===== config.mk =====
export PLATFORM = sky130hd
export DESIGN_NAME = apb_slave_regfile
export DESIGN_NICKNAME = d
export VERILOG_FILES = /design/src/rtl/apb_slave_regfile.sv
export SDC_FILE = /design/constraint.sdc
export NUM_CORES = 1
export LEC_CHECK = 0
export ABC_CLOCK_PERIOD_IN_PS = 2100
export BUFFER_PORTS_ARGS = -buffer_cell sky130_fd_sc_hd__buf_2
export CORE_MARGIN = 2
export CORE_UTILIZATION = 56
export CTS_CLUSTER_DIAMETER = 200
export DETAILED_ROUTE_END_ITERATION = 12
export PLACE_DENSITY = 0.8
export SETUP_SLACK_MARGIN = 0.15
export SLEW_MARGIN = 20
export SYNTH_ARGS = -nofsm -noshare
export SYNTH_HDL_FRONTEND = slang
export SYNTH_SLANG_ARGS = --single-unit

===== constraint.sdc =====
create_clock -name pclk -period 2.1 [get_ports pclk]
set_input_delay 0.315 -clock pclk [delete_from_list [all_inputs] [get_ports pclk]]
set_output_delay 0.315 -clock pclk [all_outputs]
set_load 0.005 [all_outputs]

===== src/rtl/apb_slave_regfile.sv =====
// APB completer with a word-addressed register file: register 0 is a read-only ID, the rest are R/W.
// Optional byte-strobe writes are enabled by defining APB_SLV_PSTRB_EN.
//
// state     | meaning
// ST_IDLE   | waiting for a setup phase
// ST_WAIT   | counting down wait states, pready low
// ST_ACCESS | response presented with pready high, waiting for completion
module apb_slave_regfile #(
    parameter int                    ADDR_WIDTH  = 32,
    parameter int                    DATA_WIDTH  = 32,
    parameter int                    NUM_REGS    = 16,
    parameter logic [ADDR_WIDTH-1:0] BASE_ADDR   = '0,
    parameter int                    WAIT_CYCLES = 0,
    parameter logic [DATA_WIDTH-1:0] ID_VALUE    = 32'hA0B0_0001
) (
    input  logic                  pclk,
    input  logic                  presetn,
    input  logic [ADDR_WIDTH-1:0] paddr,
    input  logic                  psel,
    input  logic                  penable,
    input  logic                  pwrite,
    input  logic [DATA_WIDTH-1:0] pwdata,
    input  logic [3:0]            pstrb,
    input  logic [2:0]            pprot,
    output logic [DATA_WIDTH-1:0] prdata,
    output logic                  pready,
    output logic                  pslverr
);
    localparam int IDX_W = $clog2(NUM_REGS);
    localparam logic [ADDR_WIDTH-1:0] WIN_BYTES = ADDR_WIDTH'(NUM_REGS * 4);
    localparam logic [3:0] WAIT_INIT = 4'(WAIT_CYCLES);

    typedef enum logic [1:0] {ST_IDLE, ST_WAIT, ST_ACCESS} state_t;

    state_t                state_q, state_d;
    logic [3:0]            cnt_q, cnt_d;
    logic [IDX_W-1:0]      idx_q, idx_d;
    logic                  err_q, err_d;
    logic                  wr_q, wr_d;
    logic                  pready_q, pready_d;
    logic                  pslverr_q, pslverr_d;
    logic [DATA_WIDTH-1:0] prdata_q, prdata_d;
    logic [DATA_WIDTH-1:0] regs_q [1:NUM_REGS-1];
    logic [DATA_WIDTH-1:0] regs_d [1:NUM_REGS-1];

    logic [ADDR_WIDTH-1:0] off;
    logic [IDX_W-1:0]      dec_idx;
    logic                  dec_err;
    logic [DATA_WIDTH-1:0] rd_dec, rd_lat, wdata;
    logic                  unused_ok;

    // Wrap-around of the subtraction makes addresses below the base fall out of range too
    assign off     = paddr - BASE_ADDR;
    assign dec_idx = off[IDX_W+1:2];
    assign dec_err = (paddr[1:0] != 2'b00) || (off >= WIN_BYTES) || (pwrite && dec_idx == '0);
    assign rd_dec  = (dec_idx == '0) ? ID_VALUE : regs_q[dec_idx];
    assign rd_lat  = (idx_q == '0) ? ID_VALUE : regs_q[idx_q];
    assign unused_ok = ^{pprot, pstrb};

    always_comb begin
`ifdef APB_SLV_PSTRB_EN
        wdata = regs_q[idx_q];
        for (int b = 0; b < 4; b++) begin
            if (pstrb[b]) wdata[8*b +: 8] = pwdata[8*b +: 8];
        end
`else
        wdata = pwdata;
`endif
    end

    always_comb begin
        state_d   = state_q;
        cnt_d     = cnt_q;
        idx_d     = idx_q;
        err_d     = err_q;
        wr_d      = wr_q;
        pready_d  = pready_q;
        pslverr_d = pslverr_q;
        prdata_d  = prdata_q;
        regs_d    = regs_q;
        case (state_q)
            ST_IDLE: begin
                if (psel && !penable) begin
                    idx_d = dec_idx;
                    err_d = dec_err;
                    wr_d  = pwrite;
                    if (WAIT_CYCLES == 0) begin
                        pready_d  = 1'b1;
                        pslverr_d = dec_err;
                        prdata_d  = (dec_err || pwrite) ? '0 : rd_dec;
                        state_d   = ST_ACCESS;
                    end else begin
                        cnt_d   = WAIT_INIT;
                        state_d = ST_WAIT;
                    end
                end
            end
            ST_WAIT: begin
                if (!psel) begin
                    cnt_d   = '0;
                    state_d = ST_IDLE;
                end else if (penable) begin
                    if (cnt_q == 4'd1) begin
                        pready_d  = 1'b1;
                        pslverr_d = err_q;
                        prdata_d  = (err_q || wr_q) ? '0 : rd_lat;
                        state_d   = ST_ACCESS;
                    end
                    cnt_d = cnt_q - 4'd1;
                end
            end
            ST_ACCESS: begin
                if (!psel || (penable && pready_q)) begin
                    if (psel && wr_q && !err_q) regs_d[idx_q] = wdata;
                    pready_d  = 1'b0;
                    pslverr_d = 1'b0;
                    prdata_d  = '0;
                    cnt_d     = '0;
                    state_d   = ST_IDLE;
                end
            end
            default: state_d = ST_IDLE;
        endcase
    end

    always_ff @(posedge pclk or negedge presetn) begin
        if (!presetn) begin
            state_q   <= ST_IDLE;
            cnt_q     <= '0;
            idx_q     <= '0;
            err_q     <= 1'b0;
            wr_q      <= 1'b0;
            pready_q  <= 1'b0;
            pslverr_q <= 1'b0;
            prdata_q  <= '0;
            for (int i = 1; i < NUM_REGS; i++) regs_q[i] <= '0;
        end else begin
            state_q   <= state_d;
            cnt_q     <= cnt_d;
            idx_q     <= idx_d;
            err_q     <= err_d;
            wr_q      <= wr_d;
            pready_q  <= pready_d;
            pslverr_q <= pslverr_d;
            prdata_q  <= prdata_d;
            regs_q    <= regs_d;
        end
    end

    assign pready  = pready_q;
    assign pslverr = pslverr_q;
    assign prdata  = prdata_q;
endmodule

==> results.md, run 1 <==
- CTS Root Cell: clkbuf_16
- Worst VDD drop: roughly 700 µV
- Worst slew margin: approximately 64%
- M3 GR Usage: 5.31%
- Post-synth EDFFs: 0
- Routed WL: between 60 and 70 mm
- Top-count cell post-synth: dfrtp_1
- Syn Inst Count: 1512
- Reg clk slew, reported paths: about 70 ps
- Share of cells above drive strength 1: 57.2%
- Final hold viol count: 0
- Placed Cells: approximately 2100
- CP endpoint kind: register
- RR Startpoint: err_q
- GR peak layer: met2
- Outcome: finished with violations
- Mapped cell area: 23200 µm²
- CP peak stage delay: 570 ps
- Critical path origin: err_q
- Ys flop type: dfrtp_1
- RSZ-0062 raised after global routing: yes
- Synth Area in Adders: 0%
- Pre-CTS WS: -98.5 ps
- Die width: 208 µm
- Syn Nets: 1588
- Synth Area in Simple Gates: 2.36%
- FF-to-FF setup slack: -90 ps
- Die span in y: 208 µm
- Most used cell, CP: buf_6
- Design area: 27900 µm²
- Initial Util: a little under three fifths
- Multiplexer area fraction after synthesis: 34.8%
- DR pass1 iterations: 5
- NetSw: ~4.8 mW
- Distinct cells, synth: 43
- Tightest Pin Transition: 541 ps
- Sw frac: 22.8%
- Layout Nets: around 1700
- Met1 Use GR: approximately 37%
- Sink Count: 520
- Largest family of logic cells by synthesized area: multiplexers
- Placer Congestion: a little under 0.8
- Power Dens Cells: 749 nW/µm²
- Core Area: about 40000 µm²
- IO buf count: 102
- Util after Layout: approximately two thirds
- Asr flop ratio synth: 100%
- Compound-Gate Fraction of Synth Area: 3.92%
- Internal: 16.1 mW
- Area after DPL: 25000 µm²
- GRT overflow: 0
- Max Cap Violations: 0
- Worst Path Arrival: roughly 2700 ps
- Via density per instance: 6.50
- DR iter-0 viols: 1432
- Share of power burned in registers: approximately half
- Hold/Removal Path Class: input pin to register
- Final setup viols: 82
- ANT nets after route: 0
- Post-DP HPWL: 33.9 mm
- Clock power frac: between 40% and 50%
- Worst-Skew Late Latency: 600 ps
- FF-to-FF path depth: 6
- H-tree depth: 2
- Met2 Usage GRT: 45.5%
- Post-route DRC: 0
- Routed via count: approximately 15000
- Logic gate share of total power: 5.7%
- First-pass GRT wire length: 91.6 mm
- Setup TNS: -2970 ps
- Cts bufs inserted: 52
- Largest cells by area after synthesis: dfrtp_1, mux2_2, mux4_2
- Largest net degree at the start of global routing: 87
- Num ports: 110
- Synth warnings: 0
- Initial antenna violation count: 3
- TritonCTS clock tree: done
- Synth-to-Final Area Change: 20.2%
- Clock skew: 24.8 ps
- Critical path cell sequence: or4_4, buf_6, nor3b_4, buf_6, buf_12, mux2_2
- Row cnt: 74
- Die area: 43100 µm²
- Drt wl/cell: 27.4 µm
- Final slew viol count: 0
- Worst setup path endpoint: regs_q[70]
- CTS Buffer Depth: 3
- Tcrit/Tclk final: 104%
- Post-Synth XOR/XNOR Area: 0.0377%
- Lkg Pwr: approximately 14 nW
- CP max stage cell: or4_4
- Total track usage: 27.5%
- Fillcell total: 2599
- Vias in the first global route: 15452
- Tmin final: between 2000 and 2500 ps
- RR Endpoint: regs_q[70]
- Final std cells w/o fill: 2233
- Top cell type's share of synthesized area: between 50% and 60%
- Flop and latch count out of synthesis: 520
- Crit start category: register
- Mean Syn Cell Area: 15.4 µm²
- CP Class: register to register
- Leading area contributor after synthesis: dfrtp_1
- Fmax: about 460 MHz
- Register area share after synthesis: between 50% and 60%
- Setup WS post-layout: -88.6 ps
- Failing checks: setup timing
- Post-synth top cells: dfrtp_1, mux2_2, mux4_2
- Required @ worst endpoint: 2570 ps
- Peak fanout along the critical path: 11
critical path: cells and delay by family, from the launching register on:
family	cells	cell delay (ps)
flops	1	400
mux	1	350
buf+inv	3	470
simple gates	2	840
per-layer routing:
metal	part of all wire, %	vias up	routed length, µm
met5	0.082	-	50
met4	3.2	2	1960
met3	6.3	136	3870
met2	49	556	30300
met1	41	7870	25100
li1	-	5960	-
power by group through the flow:
stage	Combinational (mW)	Sequential [mW]	Clock (mW)
finish	1.19	10.1	9.55
global route	1.29	10.2	10.0
CTS	1.15	10.1	9.61
detailed placement	1.12	10.3	0
global placement	1.09	10.3	0
floorplan	0.514	10.3	0
metrics by stage:
step | power (mW) | hold slack [ps]
floorplan | 10.8 | 19.4
global placement | 11.4 | 159
detailed placement | 11.4 | 163
CTS | 20.9 | 88.0
global route | 21.5 | 112
finish | 20.9 | 105
cells by family after synthesis:
group                  after synthesis
AND/OR/NAND/NOR                    113
AO/OA/AOI/OAI                      117
multiplexers                       624
XOR/XNOR                             1
buffers and inverters              137
flip-flops                         520
placed cells by master, fill, tap and decap left out, types with 5 or more instances in the layout:
master     Yosys  final
nand2_2        0      8
nor2_1        31     30
o22ai_1       31     31
buf_2         56     99
o41ai_4        0     15
buf_4          3     64
clkbuf_1      37     12
o211ai_1       5      5
buf_12         3     36
dfrtp_1      520    519
clkbuf_8       0     15
buf_6          1     10
a221oi_1      26     26
mux4_2        86     86
a32o_1         5      5
mux2_2       497    425
o21ai_0        8      8
mux2_4        30    102
nor4_1        11      9
a22oi_1        5      5
clkbuf_16      0     60
nand2_1       47     39
mux2i_1       11     11
o41ai_2        0     11
a22o_1         5      5
clkinv_2       0      7
how the worst min path moves through the flow:
stage,startpoint,end,slack [ps],cells past startpoint
after floorplan,presetn,err_q,20,0
after CTS,psel,pready,90,2
after global routing,psel,pready,110,2
final,psel,pready,110,2
after detailed placement,presetn,regs_q[419],160,1
after global placement,presetn,regs_q[451],160,1
registers in the layout, indices dropped and copies added, names as in the netlist:
| signal | flops |
|---|---|
| regs_q | 480 |
| pslverr | 1 |
| prdata | 32 |
| err_q | 1 |
| idx_q | 4 |
| pready | 1 |
| wr_q | 1 |
layout make-up:
type / instances / area (µm²) / area share [%]
timing repair buffer: 225 / 2150 / 7.69
antenna: 4 / 10.0 / 0.0359
tap: 532 / 666 / 2.38
inverter: 4 / 15.0 / 0.0538
clock buffer: 80 / 1580 / 5.65
sequential: 520 / 13000 / 46.6
multi-input combinational: 855 / 10300 / 36.9
clock inverter: 13 / 173 / 0.619
what timing repair did:
item                                    CTS  global route
hold buffers                              2             0
resized for setup                        75            70
endpoints found under the hold margin   293             0
pin swaps                                 1            17
buffers inserted                         10             2
endpoints found under the setup margin  129           284
cloned                                    3             8
No activity file was read; power rests on OpenSTA's default activity.
==> run 2, diff against run 1 <==
--- a/config.mk
+++ b/config.mk
@@ -5,13 +5,14 @@
 export SDC_FILE = /design/constraint.sdc
 export NUM_CORES = 1
 export LEC_CHECK = 0
+export ABC_AREA = 1
 export ABC_CLOCK_PERIOD_IN_PS = 2100
 export BUFFER_PORTS_ARGS = -buffer_cell sky130_fd_sc_hd__buf_2
 export CORE_MARGIN = 2
 export CORE_UTILIZATION = 56
 export CTS_CLUSTER_DIAMETER = 200
 export DETAILED_ROUTE_END_ITERATION = 12
-export PLACE_DENSITY = 0.8
+export PLACE_DENSITY = 0.79
 export SETUP_SLACK_MARGIN = 0.15
 export SLEW_MARGIN = 20
 export SYNTH_ARGS = -nofsm -noshare
==> results.md, run 2 <==
- Hold/Removal Path Class: input pin to register
- Num ports: between 100 and 150
- Pre-CTS WS: ~150 ps
- Lkg Pwr: 13.4 nW
- Final hold viol count: 0
- Peak fanout along the critical path: 64
- Largest Register: regs_q
- Setup WS post-layout: ~230 ps
- Post-synth EDFFs: 0
- H-tree depth: 2
- Largest cells by area after synthesis: dfrtp_1, nand2_1, o21ai_1
- Outcome: finished clean
- Initial Util: 56.6%
- Tmin final: ~1900 ps
- Hold Crit Endpoint: wr_q
- DR iter-0 viols: between 2000 and 2500
- Die area: 45300 µm²
- Drt wl/cell: 17.4 µm
- Register area share after synthesis: 53.3%
- Vias in the first global route: 20359
- Asr flop ratio synth: 100%
- Post-route DRC: 0
- Power Dens Cells: approximately 830 nW/µm²
- Most frequent cells in the layout: nand2_1, dfrtp_1, inv_1
- Most common cell after layout, fill and taps aside: nand2_1
- Distinct cells, synth: 23
- Max reg flops: 480
- Tcrit/Tclk final: 89.0%
- Row cnt: 76
- Crit start category: register
- Mapped cell area: 24400 µm²
- RR Endpoint: regs_q[131]
- Die width: 213 µm
- Mean Syn Cell Area: 7.58 µm²
- Worst slew margin: between 60 and 70%
- FF-to-FF setup slack: 230 ps
- Placer Congestion: 0.817
- Syn Inst Count: 3218
- Ys flop type: dfrtp_1
- Syn Nets: 3294
- Largest net degree at the start of global routing: 83
- CTS Root Cell: clkbuf_16
- ANT nets after route: 0
- DR top layer: met4
- Synth warnings: 0
- Worst-Skew Late Latency: slightly below 600 ps
- Top cell type's share of synthesized area: 53.3%
- Die span in y: 213 µm
- Post-DP HPWL: 38.1 mm
- Leading area contributor after synthesis: dfrtp_1
- CP endpoint kind: register
- WL met2: 31.3 mm
- Final slew viol count: 0
- Top-count cell post-synth: nand2_1
- Flop and latch count out of synthesis: 520
- Cts bufs inserted: 50
- Post-synth top cells: nand2_1, dfrtp_1, inv_1
- Clock skew: around 16 ps
- Share of cells above drive strength 1: 8.90%
- IO buf count: about 100
- Layout Nets: 3304
- Required @ worst endpoint: about 2500 ps
- Routed via count: 21384
- Met3 wire length: 6.08 mm
- Total track usage: approximately 30%
- Worst Path Arrival: 2300 ps
- Core Area: approximately 43000 µm²
- RR Startpoint: pready
- Worst hold path startpoint: pwrite
- # diodes: 0
- Fmax: 535 MHz
- Final setup viols: 0
- TritonCTS clock tree: done
- Cell count of the worst hold path: 3
- RSZ-0062 raised after global routing: no
- DR pass1 iterations: 5
- Initial antenna violation count: 0
- Synth-to-Final Area Change: 12.9%
- GRT overflow: 0
- Sink Count: 520
- First-pass GRT wire length: approximately 110 mm
- Max Cap Violations: 0
- Routed WL: ~67 mm
- Tightest Pin Transition: 539 ps
- CTS Buffer Depth: 3
- Met1 WL: 27.3 mm
- FF-to-FF path depth: 8
- CP Class: register to register
- Reg clk slew, reported paths: around 60 ps
- Via density per instance: 5.55
- Setup TNS: 0 ps
- Worst VDD drop: ~650 µV
run 2: changes by cell type in the layout (fill, tap and decap cells not counted), sizes merged, moves of 43 or more:
cell   delta
nand2  +1039
mux2    -527
o21ai   +508
inv     +369
nand3   +279
nor2    +144
mux4     -86
buf      -43
run 2: stage by stage:
stage / std cells / hold WS, ps / instance area, µm² / util [%] / total power [mW]
after floorplan: 3218 / 19.4 / 24400 / - / 13.0
after global placement: 3758 / 238 / 25800 / 59.9 / 13.8
after detailed placement: 3758 / 241 / 25800 / 59.9 / 13.9
after CTS: 3854 / 48.6 / 27500 / 63.9 / 23.0
after global routing: 3854 / 89.4 / 27500 / 63.9 / 23.9
final: 3854 / 67.9 / 27500 / 63.9 / 22.9
run 2: report_power, final:
part / switching, mW / internal, mW / total, mW
sequential: 0.441 / 10.8 / 11.2
clock: 3.78 / 5.33 / 9.11
combinational: 1.69 / 0.903 / 2.59
run 2: kinds of logic after synthesis:
| logic type | synth area share (%) |
|---|---|
| simple gates | 25.8 |
| buf+inv | 9.33 |
| flops | 53.3 |
| compound gates | 11.5 |
run 2: layout make-up:
cell class / count / area [µm²]
clock inverters: 8 / 40.0
well taps: 585 / 732
fillers: 3471 / 15500
repair buffers: 176 / 1540
flip-flops and latches: 520 / 13000
multi-input cells: 2104 / 9150
inverters: 376 / 1420
clock buffers: 85 / 1660
run 2: repair_timing:
item	4_1_cts	5_1_grt
hold buffers	3	0
endpoints found under the setup margin	0	31
setup buffers	0	0
endpoints found under the hold margin	66	0
gates resized for setup	0	1
run 2: worst max-delay path, cell delays in order, from the launching register on:
cell     delay (ps)
dfrtp_1         350
inv_1            70
nor2_1          190
nand2_2         180
nor3_4          270
nand3_2         140
buf_12          230
nand2_1         130
o21ai_1          80
run 2: worst max path at each step:
stage	startpoint	endpoint	slack, ps	cells after the start
after floorplan	pready	regs_q[134]	520	8
after global placement	psel	regs_q[232]	220	10
after detailed placement	psel	regs_q[245]	150	10
after CTS	err_q	regs_q[234]	230	7
after global routing	pready	regs_q[228]	150	8
final	pready	regs_q[131]	230	8
run 2: layer usage:
layer / vias to the layer above / global-route usage, %
met2: 956 / 48.9
met4: 0 / 12.6
met3: 174 / 5.60
met1: 10212 / 40.4
li1: 10042 / -
met5: - / 0
==> run 3, diff against run 2 <==
--- a/config.mk
+++ b/config.mk
@@ -9,10 +9,11 @@
 export ABC_CLOCK_PERIOD_IN_PS = 2100
 export BUFFER_PORTS_ARGS = -buffer_cell sky130_fd_sc_hd__buf_2
 export CORE_MARGIN = 2
-export CORE_UTILIZATION = 56
+export CORE_UTILIZATION = 58
+export CTS_BUF_LIST = sky130_fd_sc_hd__clkbuf_4
 export CTS_CLUSTER_DIAMETER = 200
 export DETAILED_ROUTE_END_ITERATION = 12
-export PLACE_DENSITY = 0.79
+export PLACE_DENSITY = 0.82
 export SETUP_SLACK_MARGIN = 0.15
 export SLEW_MARGIN = 20
 export SYNTH_ARGS = -nofsm -noshare
==> results.md, run 3 (synthesis results as in run 2) <==
- Design area: approximately 28000 µm²
- Lkg Pwr: 13.7 nW
- CP endpoint kind: register
- Worst VDD drop: approximately 400 µV
- ANT nets after route: 0
- Pre-CTS WS: 198 ps
- IO buf count: approximately 100
- Total power: about 23 mW
- Cts bufs inserted: 132
- Tcrit/Tclk final: 89.6%
- Worst Path Arrival: 2600 ps
- Placer Congestion: roughly 0.83
- Post-DP HPWL: 39.4 mm
- Fmax: 532 MHz
- Placed Cells: between 3000 and 4000
- H-tree depth: 4
- Setup TNS: 0 ps
- Most common cell after layout, fill and taps aside: nand2_1
- Clock power frac: 38.8%
- Share of power burned in registers: 49.6%
- Row cnt: 75
- Routed WL: 68.8 mm
- Most frequent cells in the layout: nand2_1, dfrtp_1, inv_1
- Outcome: finished clean
- NetSw: 6.17 mW
- Max reg flops: 480
- Total track usage: 32.1%
- Die area: around 44000 µm²
- Sw frac: 27.2%
- Vias in the first global route: about 22000
- RR Endpoint: regs_q[39]
- GRT overflow: 0
- DR iter-0 viols: 2949
- Tightest Pin Transition: 594 ps
- Sink Count: 520
- CTS Buffer Depth: 3
- Cell count of the worst hold path: 8
- TritonCTS clock tree: done
- FF-to-FF setup slack: around 300 ps
- Worst slew margin: 60.4%
- Power Dens Cells: 816 nW/µm²
- Final hold slack: 17.6 ps
- Layout Nets: 3424
- Drt wl/cell: 17.3 µm
- Tmin final: 1880 ps
- Reg clk slew, reported paths: approximately 70 ps
- Largest net degree at the start of global routing: 86
- Worst hold path startpoint: paddr[7]
- DR pass1 iterations: 5
- Internal: 16.5 mW
- Share of cells above drive strength 1: approximately an eighth
- Num ports: 110
- RSZ-0062 raised after global routing: yes
- Setup WS post-layout: 219 ps
- FF-to-FF path depth: 7
- Die width: 209 µm
- Final hold viol count: 0
- Via density per instance: ~5.6
- Required @ worst endpoint: 2820 ps
- Final setup viols: 0
- Hold/Removal Path Class: input pin to register
- Max Cap Violations: 0
- Initial antenna violation count: 3
- Hold Crit Endpoint: prdata[29]
- Worst-Skew Late Latency: between 800 and 900 ps
- CP Class: input pin to register
- First-pass GRT wire length: 111 mm
- Peak fanout along the critical path: 2
- Final slew viol count: 0
- Routed via count: 22264
- Core Area: 41800 µm²
- Final std cells w/o fill: 3971
- Post-route DRC: 0
- Area after DPL: 25800 µm²
- CTS Root Cell: clkbuf_4
- Crit start category: input pin
- Util after Layout: 66.5%
- Logic gate share of total power: 11.6%
- Initial Util: 58.4%
- Largest Register: regs_q
- Clock skew: 31.5 ps
- RR Startpoint: err_q
- Die span in y: 209 µm
- Synth-to-Final Area Change: 13.8%
run 3: changes by cell type in the layout (fill, tap and decap cells not counted), moves of 13 or more:
cell           previous run  this run
clkbuf_16                53         0
dlygate4sd3_1             3        31
clkbuf_4                  0       193
clkinv_1                  1        14
buf_4                    36        50
clkbuf_8                 21         0
run 3: cell type report:
type,count,area [µm²]
sequential,520,13000
timing repair buffer,214,1850
antenna,2,5.00
tap,539,674
multi-input combinational,2104,9150
clock buffer,193,1450
clock inverter,23,219
fill,3183,14000
inverter,376,1420
run 3: worst max-delay path by stage:
| stage | start | endpoint | slack (ps) | depth (start not counted) |
|---|---|---|---|---|
| 3_3_place_gp | paddr[2] | prdata[0] | 260 | 10 |
| 6_report | paddr[8] | pslverr | 220 | 10 |
| 4_1_cts | paddr[8] | err_q | 190 | 10 |
| 2_1_floorplan | pready | regs_q[134] | 520 | 8 |
| 3_5_place_dp | psel | regs_q[135] | 200 | 10 |
| 5_1_grt | paddr[8] | err_q | 150 | 10 |
run 3: critical path, stage by stage:
cell and delay [ps]:
dlygate4sd3_1 540, buf_2 120, nor2_1 70, dlygate4sd3_1 550, nand2_1 80, nor2_4 120, nand2_2 80, dlygate4sd3_1 570
nand3_1 90, nand2_1 60
run 3: layer usage:
metal,wire [µm],vias to the layer above,GRT usage (%)
met5,11,-,0
li1,-,10359,-
met1,26600,10542,41.3
met3,6760,245,6.00
met4,2770,2,16.3
met2,32700,1116,52.3
run 3: timing repair:
| action | in CTS | in global routing |
|---|---|---|
| hold buffers | 32 | 0 |
| setup endpoints to repair | 0 | 8 |
| setup buffers | 0 | 1 |
| gates resized for setup | 0 | 4 |
| hold endpoints to repair | 841 | 0 |
run 3: power by group through the flow:
stage / sequential, mW / clock (mW) / combinational, mW
6_report: 11.2 / 8.80 / 2.64
5_1_grt: 11.3 / 9.44 / 3.01
4_1_cts: 11.2 / 8.89 / 2.62
3_5_place_dp: 11.4 / 0 / 2.54
3_3_place_gp: 11.3 / 0 / 2.42
2_1_floorplan: 11.3 / 0 / 1.68
